**config.mk**
```make
export PLATFORM = sky130hd
export DESIGN_NAME = countdown_timer_flat
export DESIGN_NICKNAME = d
export VERILOG_FILES = /design/src/rtl/countdown_timer_if.sv /design/src/rtl/countdown_timer.sv /design/src/flat_wrapper.sv
export SDC_FILE = /design/constraint.sdc
export NUM_CORES = 1
export LEC_CHECK = 0
export CELL_PAD_IN_SITES_DETAIL_PLACEMENT = 2
export CELL_PAD_IN_SITES_GLOBAL_PLACEMENT = 2
export CORE_MARGIN = 2
export CORE_UTILIZATION = 26
export DETAILED_ROUTE_END_ITERATION = 8
export GPL_TIMING_DRIVEN = 1
export PLACE_DENSITY = 0.82
export SYNTH_ARGS = -nofsm -noshare
export SYNTH_HDL_FRONTEND = slang
export SYNTH_SLANG_ARGS = --single-unit
```
**constraint.sdc**
```tcl
create_clock -name clk -period 2.2 [get_ports clk]
set_clock_uncertainty 0.2 [all_clocks]
set_input_delay 0.33 -clock clk [delete_from_list [all_inputs] [get_ports clk]]
set_output_delay 0.33 -clock clk [all_outputs]
set_load 0.01 [all_outputs]
```
**src/rtl/countdown_timer_if.sv**
```systemverilog
// rtl/countdown_timer_if.sv - control/status bundle between a consumer and countdown_timer
interface countdown_timer_if #(
    parameter int WIDTH = 4
);
    logic             load;
    logic [WIDTH-1:0] load_val;
    logic             pause;
    logic             stop;
    logic             ack;
    logic [WIDTH-1:0] count;
    logic             busy;
    logic             done;
    logic             tc;

    modport master (
        output load, load_val, pause, stop, ack,
        input  count, busy, done, tc
    );

    modport slave (
        input  load, load_val, pause, stop, ack,
        output count, busy, done, tc
    );
endinterface

```
**src/rtl/countdown_timer.sv**
```systemverilog
// rtl/countdown_timer.sv - loadable down-counter with terminal-count pulse and done/ack handshake
// Optional periodic mode: define COUNTDOWN_AUTO_RELOAD_EN.
module countdown_timer #(
    parameter int WIDTH = 4
) (
    input  logic               clk,
    input  logic               rst,
    countdown_timer_if.slave   tmr
);
    typedef enum logic [1:0] {
        S_IDLE = 2'd0,
        S_RUN  = 2'd1,
        S_DONE = 2'd2
    } state_t;

    state_t           state_q, state_d;
    logic [WIDTH-1:0] count_q, count_d;
    logic             tc_q, tc_d;
    logic             busy_q, done_q;
`ifdef COUNTDOWN_AUTO_RELOAD_EN
    logic [WIDTH-1:0] reload_q, reload_d;
`endif

    always_ff @(posedge clk or posedge rst) begin
        if (rst) begin
            state_q  <= S_IDLE;
            count_q  <= '0;
            tc_q     <= 1'b0;
            busy_q   <= 1'b0;
            done_q   <= 1'b0;
`ifdef COUNTDOWN_AUTO_RELOAD_EN
            reload_q <= '0;
`endif
        end else begin
            state_q  <= state_d;
            count_q  <= count_d;
            tc_q     <= tc_d;
            busy_q   <= (state_d == S_RUN);
            done_q   <= (state_d == S_DONE);
`ifdef COUNTDOWN_AUTO_RELOAD_EN
            reload_q <= reload_d;
`endif
        end
    end

    always_comb begin
        state_d  = state_q;
        count_d  = count_q;
        tc_d     = 1'b0;
`ifdef COUNTDOWN_AUTO_RELOAD_EN
        reload_d = reload_q;
`endif
        // load wins in every state; in DONE it doubles as the acknowledge
        if (tmr.load) begin
            if (tmr.load_val != '0) begin
                count_d  = tmr.load_val;
                state_d  = S_RUN;
`ifdef COUNTDOWN_AUTO_RELOAD_EN
                reload_d = tmr.load_val;
`endif
            end else begin
                count_d = '0;
                tc_d    = 1'b1;
                state_d = S_DONE;
            end
        end else begin
            case (state_q)
                S_IDLE: begin
                end
                S_RUN: begin
                    if (tmr.stop) begin
                        count_d = '0;
                        state_d = S_IDLE;
                    end else if (tmr.pause) begin
                        count_d = count_q;
                    end else if (count_q > WIDTH'(1)) begin
                        count_d = count_q - WIDTH'(1);
                    end else begin
                        tc_d = 1'b1;
`ifdef COUNTDOWN_AUTO_RELOAD_EN
                        count_d = reload_q;
`else
                        count_d = '0;
                        state_d = S_DONE;
`endif
                    end
                end
                S_DONE: begin
                    if (tmr.ack || tmr.stop) begin
                        state_d = S_IDLE;
                    end
                end
                default: begin
                    count_d = '0;
                    state_d = S_IDLE;
                end
            endcase
        end
    end

    assign tmr.count = count_q;
    assign tmr.busy  = busy_q;
    assign tmr.done  = done_q;
    assign tmr.tc    = tc_q;
endmodule

```
**src/flat_wrapper.sv**
```systemverilog
// flat-port wrapper written by rule: the top's interface ports become plain ports
module countdown_timer_flat 
#(
    parameter int WIDTH = 4
)
  (clk, rst, tmr_load, tmr_load_val, tmr_pause, tmr_stop, tmr_ack, tmr_count, tmr_busy, tmr_done, tmr_tc);
  countdown_timer_if #(.WIDTH(WIDTH)) tmr_i ();
  input  logic clk;
  input  logic rst;
  input wire logic [$bits(tmr_i.load)-1:0] tmr_load;
  input wire logic [$bits(tmr_i.load_val)-1:0] tmr_load_val;
  input wire logic [$bits(tmr_i.pause)-1:0] tmr_pause;
  input wire logic [$bits(tmr_i.stop)-1:0] tmr_stop;
  input wire logic [$bits(tmr_i.ack)-1:0] tmr_ack;
  output wire logic [$bits(tmr_i.count)-1:0] tmr_count;
  output wire logic [$bits(tmr_i.busy)-1:0] tmr_busy;
  output wire logic [$bits(tmr_i.done)-1:0] tmr_done;
  output wire logic [$bits(tmr_i.tc)-1:0] tmr_tc;
  assign tmr_i.load = tmr_load;
  assign tmr_i.load_val = tmr_load_val;
  assign tmr_i.pause = tmr_pause;
  assign tmr_i.stop = tmr_stop;
  assign tmr_i.ack = tmr_ack;
  assign tmr_count = tmr_i.count;
  assign tmr_busy = tmr_i.busy;
  assign tmr_done = tmr_i.done;
  assign tmr_tc = tmr_i.tc;
  countdown_timer #(.WIDTH(WIDTH)) u_core (.clk(clk), .rst(rst), .tmr(tmr_i));
endmodule
```
==> impl_metrics.csv, run 1 <==
group,metric,value,unit
finish,area_growth,44.53,%
setup_path,path_max_fanout,6,
drt,dr_wl_met3,72,um
drt,top_layer_used,"met4",
yosys,synthCells,48,
finish,diodes,0,
yosys,synth_top_area_share,43.80,%
setup_path,critPathKind,"reg2reg",
clock_tree,cts_sinks,9,
yosys,syn_avg_cell_area,10.71,um2
yosys,synthFlopType,"dfrtp_1",
floorplanning,die_w,48.48,um
setup_path,end_kind,"flop",
drt,drc_errors,0,
sta,fmax,535.1,MHz
floorplanning,die_area,2350,um2
power_and_ir_drop,power.leakage,0.0003006,uW
setup_path,required,2160,ps
yosys,synth.top_cells.by_area,"dfrtp_1, ha_1, a31o_1, a21oi_4, inv_1",
sta,hold_violations,0,
global_routing,grt_overflow,0,
finish,post-route-util,38.67,%
job,cap_viol_max_count,0,
drt,num_vias,463,
clock_tree,clk-insertion-delay-late,270,ps
sta,period_needed,1869,ps
finish,nets,82,
sta,relSlewSlack,60.51,%
yosys,ys_ff_latch,9,
setup_path,reg2reg_depth,6,
floorplanning,num_io_pins,17,
placed_design,placed_area,711.9,um2
clock_tree,hold_buffers,0,
drt,final_antenna_net_count,0,
placed_design,portBuffers,16,
yosys,yosysSeqAreaShare,43.80,%
yosys,syn_nets,60,
sta,tightest_slew,587.0,ps
finish,layout-drive-gt1-share,20.29,%
sta,timing.final.max_slew_violations,0,
global_routing,grt_max_degree,10,
sta,grt_setup_unrepaired,"false",
placed_design,gp_congestion,0.7498,
setup_path,slowest_delay,440,ps
global_routing,grt_first_pass_wirelength,2145,um
yosys,ys_top_cells_by_count,"dfrtp_1, inv_1, nor2_1, nand2_1",
global_routing,grtUsageTotal,12.84,%
sta,setup_violations,0,
yosys,synth_cell_types,27,
finish,fill_cells,219,
yosys,async_flop_share,100.0,%
power_and_ir_drop,p_per_area,612.1,nW/um2
finish,final_area,743.2,um2
sta,period_share,84.94,%
clock_tree,cts_root_buf,"clkbuf_4",
floorplanning,die_h,48.48,um
floorplanning,core_region_area,1922,um2
drt,drtPass1Iterations,3,
floorplanning,rows,16,
sta,tns,0,ps
clock_tree,htreeDepth,1,
global_routing,antenna_found_initial,0,
clock_tree,cts_tree,"yes",
drt,wl_met1,490,um
drt,wire_per_inst,14.02,um
drt,viasPerCell,4.823,
drt,drt-total-wl,1346,um
clock_tree,clk_path_buf_depth,2,
run_status,status,"finished clean",
yosys,ys_warn_count,0,
drt,drt-initial-drc-count,2,
drt,wl_met2,763,um
floorplanning,initial_core_util,26.76,%
setup_path,cp-start-kind,"flop",
yosys,syn_area,514.2,um2
power_and_ir_drop,peakVddDrop,0.3169,mV
yosys,yosysTopAreaCell,"dfrtp_1",
setup_path,slowest_stage,"dfrtp_1",
worst_hold_path,worstHoldPathType,"in2async",
yosys,synth.most_common_cell,"dfrtp_1",
placed_design,dp_hpwl,1129,um
global_routing,grt_pass1_vias,476,
clock_tree,cts.clk_slew.worst_paths,60,ps
yosys,synth_edf_count,0,
setup_path,crit_arrival,1820,ps
clock_tree,numCtsBuffers,3,
setup_path,cp_cell_sequence,"inv_1 -> ha_1 -> nor2_1 -> o31ai_2 -> o21ai_0 -> mux2_2",
[logic make-up after synthesis]
logic type / share of synthesized area, %
and+or+nand+nor: 18.98
adders and majority gates: 4.865
buffers and inverters: 5.108
AOI/OAI and AO/OA: 25.06
muxes: 2.190
DFF: 43.80
[stage by stage]
stage	std cells	total power (uW)	worst slack, ps	hold WS [ps]
2_1_floorplan	48	262.7	465.5	-42.08
3_3_place_gp	92	321.9	146.2	329.9
3_5_place_dp	92	327.5	126.8	344.7
4_1_cts	96	464.9	183.1	131.1
5_1_grt	96	487.1	175.8	146.3
6_report	96	454.9	331.4	124.4
[final cells by class]
cell class / instances / area (um2) / area share [%]
timing repair buffer: 18 / 175.2 / 23.57
multi-input combinational: 34 / 267.8 / 36.03
clock buffer: 4 / 26.28 / 3.535
tap: 27 / 33.78 / 4.545
inverter: 4 / 15.01 / 2.020
sequential: 9 / 225.2 / 30.30
[cells in the final DEF, fill, tap and decap left out, types with 2 or more instances in the layout]
cell             instances
clkdlybuf4s50_1         16
dfrtp_1                  9
inv_1                    4
nor2_1                   4
nand2_1                  3
clkbuf_4                 3
nor4_1                   2
a31o_1                   2
o22ai_1                  2
o21ai_0                  2
ha_1                     2
buf_4                    2
[flip-flops by register name, summed over array words and instances, names as in the netlist]
register,count
u_core.tmr.count,4
u_core.state_q,2
u_core.tmr.busy,1
u_core.tmr.done,1
u_core.tmr.tc,1
[repair_timing]
item	4_1_cts	5_1_grt
resized for setup	0	1
setup endpoints to repair	0	1
setup buffers	0	0
[worst max-delay path: cells and delay by family (launching register included)]
family,cells,cell delay [ps]
AOI/OAI and AO/OA,2,450
buffers and inverters,1,80
and+or+nand+nor,1,90
DFF,1,440
adders and majority gates,1,200
muxes,1,280
[worst paths after layout]
| check | startpoint | end | slack (ps) |
|---|---|---|---|
| worst max-delay path | u_core.tmr.count[0] | u_core.tmr.count[0] | 330 |
| worst min-delay path | rst | u_core.tmr.busy | 120 |
| worst max register to register | u_core.tmr.count[0] | u_core.tmr.count[0] | 330 |
| worst min register to register | u_core.tmr.count[1] | u_core.tmr.count[1] | 350 |
| max in group asynchronous | rst | u_core.tmr.count[2] | 1420 |
| min in group clk | u_core.tmr.count[1] | u_core.tmr.count[1] | 350 |
[metal layers]
metal | up-vias | GRT usage [%]
li1 | 221 | -
met1 | 226 | 11.35
met2 | 13 | 23.84
met3 | 3 | 6.790
met4 | 0 | 5.714
met5 | - | 0
[power by group]
| part | internal [uW] | switching [uW] |
|---|---|---|
| clock | 70.1 | 61.5 |
| combinational | 68.8 | 55.7 |
| sequential | 180 | 18.7 |
| total | 319 | 136 |
Note: power is estimated with default switching activity, not from simulation.
==> inputs of run 2 (changes only) <==
- CORE_UTILIZATION: 26 -> 23
- PLACE_DENSITY: 0.82 -> 0.77
- clock period: 2.2 -> 1.5 ns (I/O delays scaled with it)
==> impl_metrics.csv, run 2 (synthesis gave the netlist of run 1 again) <==
group,metric,value,unit
finish,fill_cells,241,
setup_path,cp_top_family,"buffers and inverters",
setup_path,slowest_stage,"clkdlybuf4s50_1",
floorplanning,num_io_pins,17,
drt,viasPerCell,4.640,
global_routing,antenna_found_initial,0,
setup_path,path_max_fanout,3,
drt,drtPass1Iterations,4,
placed_design,dp_hpwl,1271,um
clock_tree,cts.clk_slew.worst_paths,70,ps
job,cap_viol_max_count,0,
setup_path,critPathBufInv,1,
setup_path,required,1440,ps
sta,hold_violations,0,
setup_path,slowest_delay,480,ps
clock_tree,clk-insertion-delay-late,260,ps
setup_path,cp-start-kind,"input port",
clock_tree,clk_path_buf_depth,2,
clock_tree,cts_tree,"yes",
placed_design,portBuffers,16,
clock_tree,hold_buffers,0,
drt,final_antenna_net_count,0,
power_and_ir_drop,p_per_area,828.9,nW/um2
floorplanning,rows,17,
run_status,status,"complete, but fails checks",
floorplanning,initial_core_util,23.70,%
sta,grt_setup_unrepaired,"true",
sta,timing.final.max_slew_violations,0,
drt,num_vias,529,
worst_hold_path,worstHoldPathType,"in2async",
finish,layout_commonest_cell,"buf_4",
floorplanning,die_w,51.29,um
floorplanning,core_region_area,2170,um2
sta,setup_violations,7,
placed_design,placed_area,800.8,um2
finish,multi_input_area,350.3,um2
finish,final_area,948.4,um2
sta,worst_slack,-183.3,ps
global_routing,grt_first_pass_wirelength,2739,um
sta,hold_ws,51.63,ps
finish,layout-drive-gt1-share,55.81,%
setup_path,crit_arrival,1630,ps
sta,period_share,112.2,%
sta,relSlewSlack,70.01,%
placed_design,pre_cts_ws,-474.3,ps
clock_tree,cts_sinks,9,
floorplanning,die_h,51.29,um
clock_tree,htreeDepth,1,
sta,fmax,594.1,MHz
global_routing,grt_pass1_vias,577,
finish,area_growth,84.43,%
finish,layout.area.seq,230.2,um2
finish,largest_reg_flops,4,
placed_design,gp_congestion,0.7475,
power_and_ir_drop,power.leakage,0.0004154,uW
clock_tree,cts_root_buf,"clkbuf_4",
global_routing,grtUsageTotal,14.37,%
sta,tightest_slew,445.7,ps
setup_path,critPathKind,"in2reg",
floorplanning,die_area,2630,um2
finish,nets,99,
global_routing,grt_overflow,0,
setup_path,end_kind,"flop",
finish,diodes,0,
setup_path,cp_cell_sequence,"clkdlybuf4s50_1 -> or3b_4 -> a21oi_4 -> mux2_2",
finish,final_cell_mix,"buf_4, clkdlybuf4s50_1, dlygate4sd2_1",
sta,tns,-772.1,ps
power_and_ir_drop,peakVddDrop,0.3029,mV
global_routing,grt_max_degree,10,
drt,drt-initial-drc-count,4,
run_status,violations,"setup timing",
drt,drt-total-wl,1768,um
clock_tree,numCtsBuffers,3,
drt,wire_per_inst,15.51,um
drt,drc_errors,0,
sta,period_needed,1683,ps
[run 2: stage by stage]
step                      util (%)  cells  power (uW)
after detailed placement     36.91    103       526.6
after floorplan                  -     48       394.0
after global placement       36.91    103       517.2
after CTS                    41.23    111       745.7
after global routing         43.71    114       831.2
final                        43.71    114       786.1
[run 2: what timing repair did]
item,in CTS,in global routing
buffers inserted,4,3
setup endpoints to repair,16,11
gates resized for setup,19,14
pin swaps,2,1
cloned,0,0
[run 2: path summary, 6_finish.rpt]
kind                                     start                  end  slack (ps)  cells after the start
hold / removal                             rst    u_core.state_q[0]          50                      2
setup / recovery                     tmr_pause  u_core.tmr.count[0]        -180                      4
setup reg to reg             u_core.state_q[1]  u_core.tmr.count[0]        -180                      3
min in group clk                      tmr_stop    u_core.state_q[1]         410                      3
max in group asynchronous                  rst  u_core.tmr.count[0]         750                      2
hold reg to reg            u_core.tmr.count[2]  u_core.tmr.count[2]         470                      3
[run 2: worst register-to-register path, stage by stage (launching register included)]
cell     delay, ps
dfrtp_2        440
or3b_4         390
a21oi_4        180
mux2_2         350
[run 2: layout make-up]
class,count,area share (%)
repair buffers,35,30.74
flip-flops and latches,9,24.27
clock buffers,4,2.770
multi-input cells,34,36.94
well taps,28,3.694
inverters,4,1.583
[run 2: per-layer routing]
| layer | global-route usage, % | routed length [um] |
|---|---|---|
| met1 | 15.88 | 762 |
| met2 | 27.06 | 973 |
| met3 | 1.754 | 32 |
| met4 | 6.579 | 0 |
| met5 | 0 | 0 |
[run 2: report_power, final]
part	switching (uW)	internal, uW	leakage [uW]
Sequential	23.9	266	0.000110
Clock	93.8	103	0.0000150
Combinational	133	167	0.000290
Total	251	535	0.000415
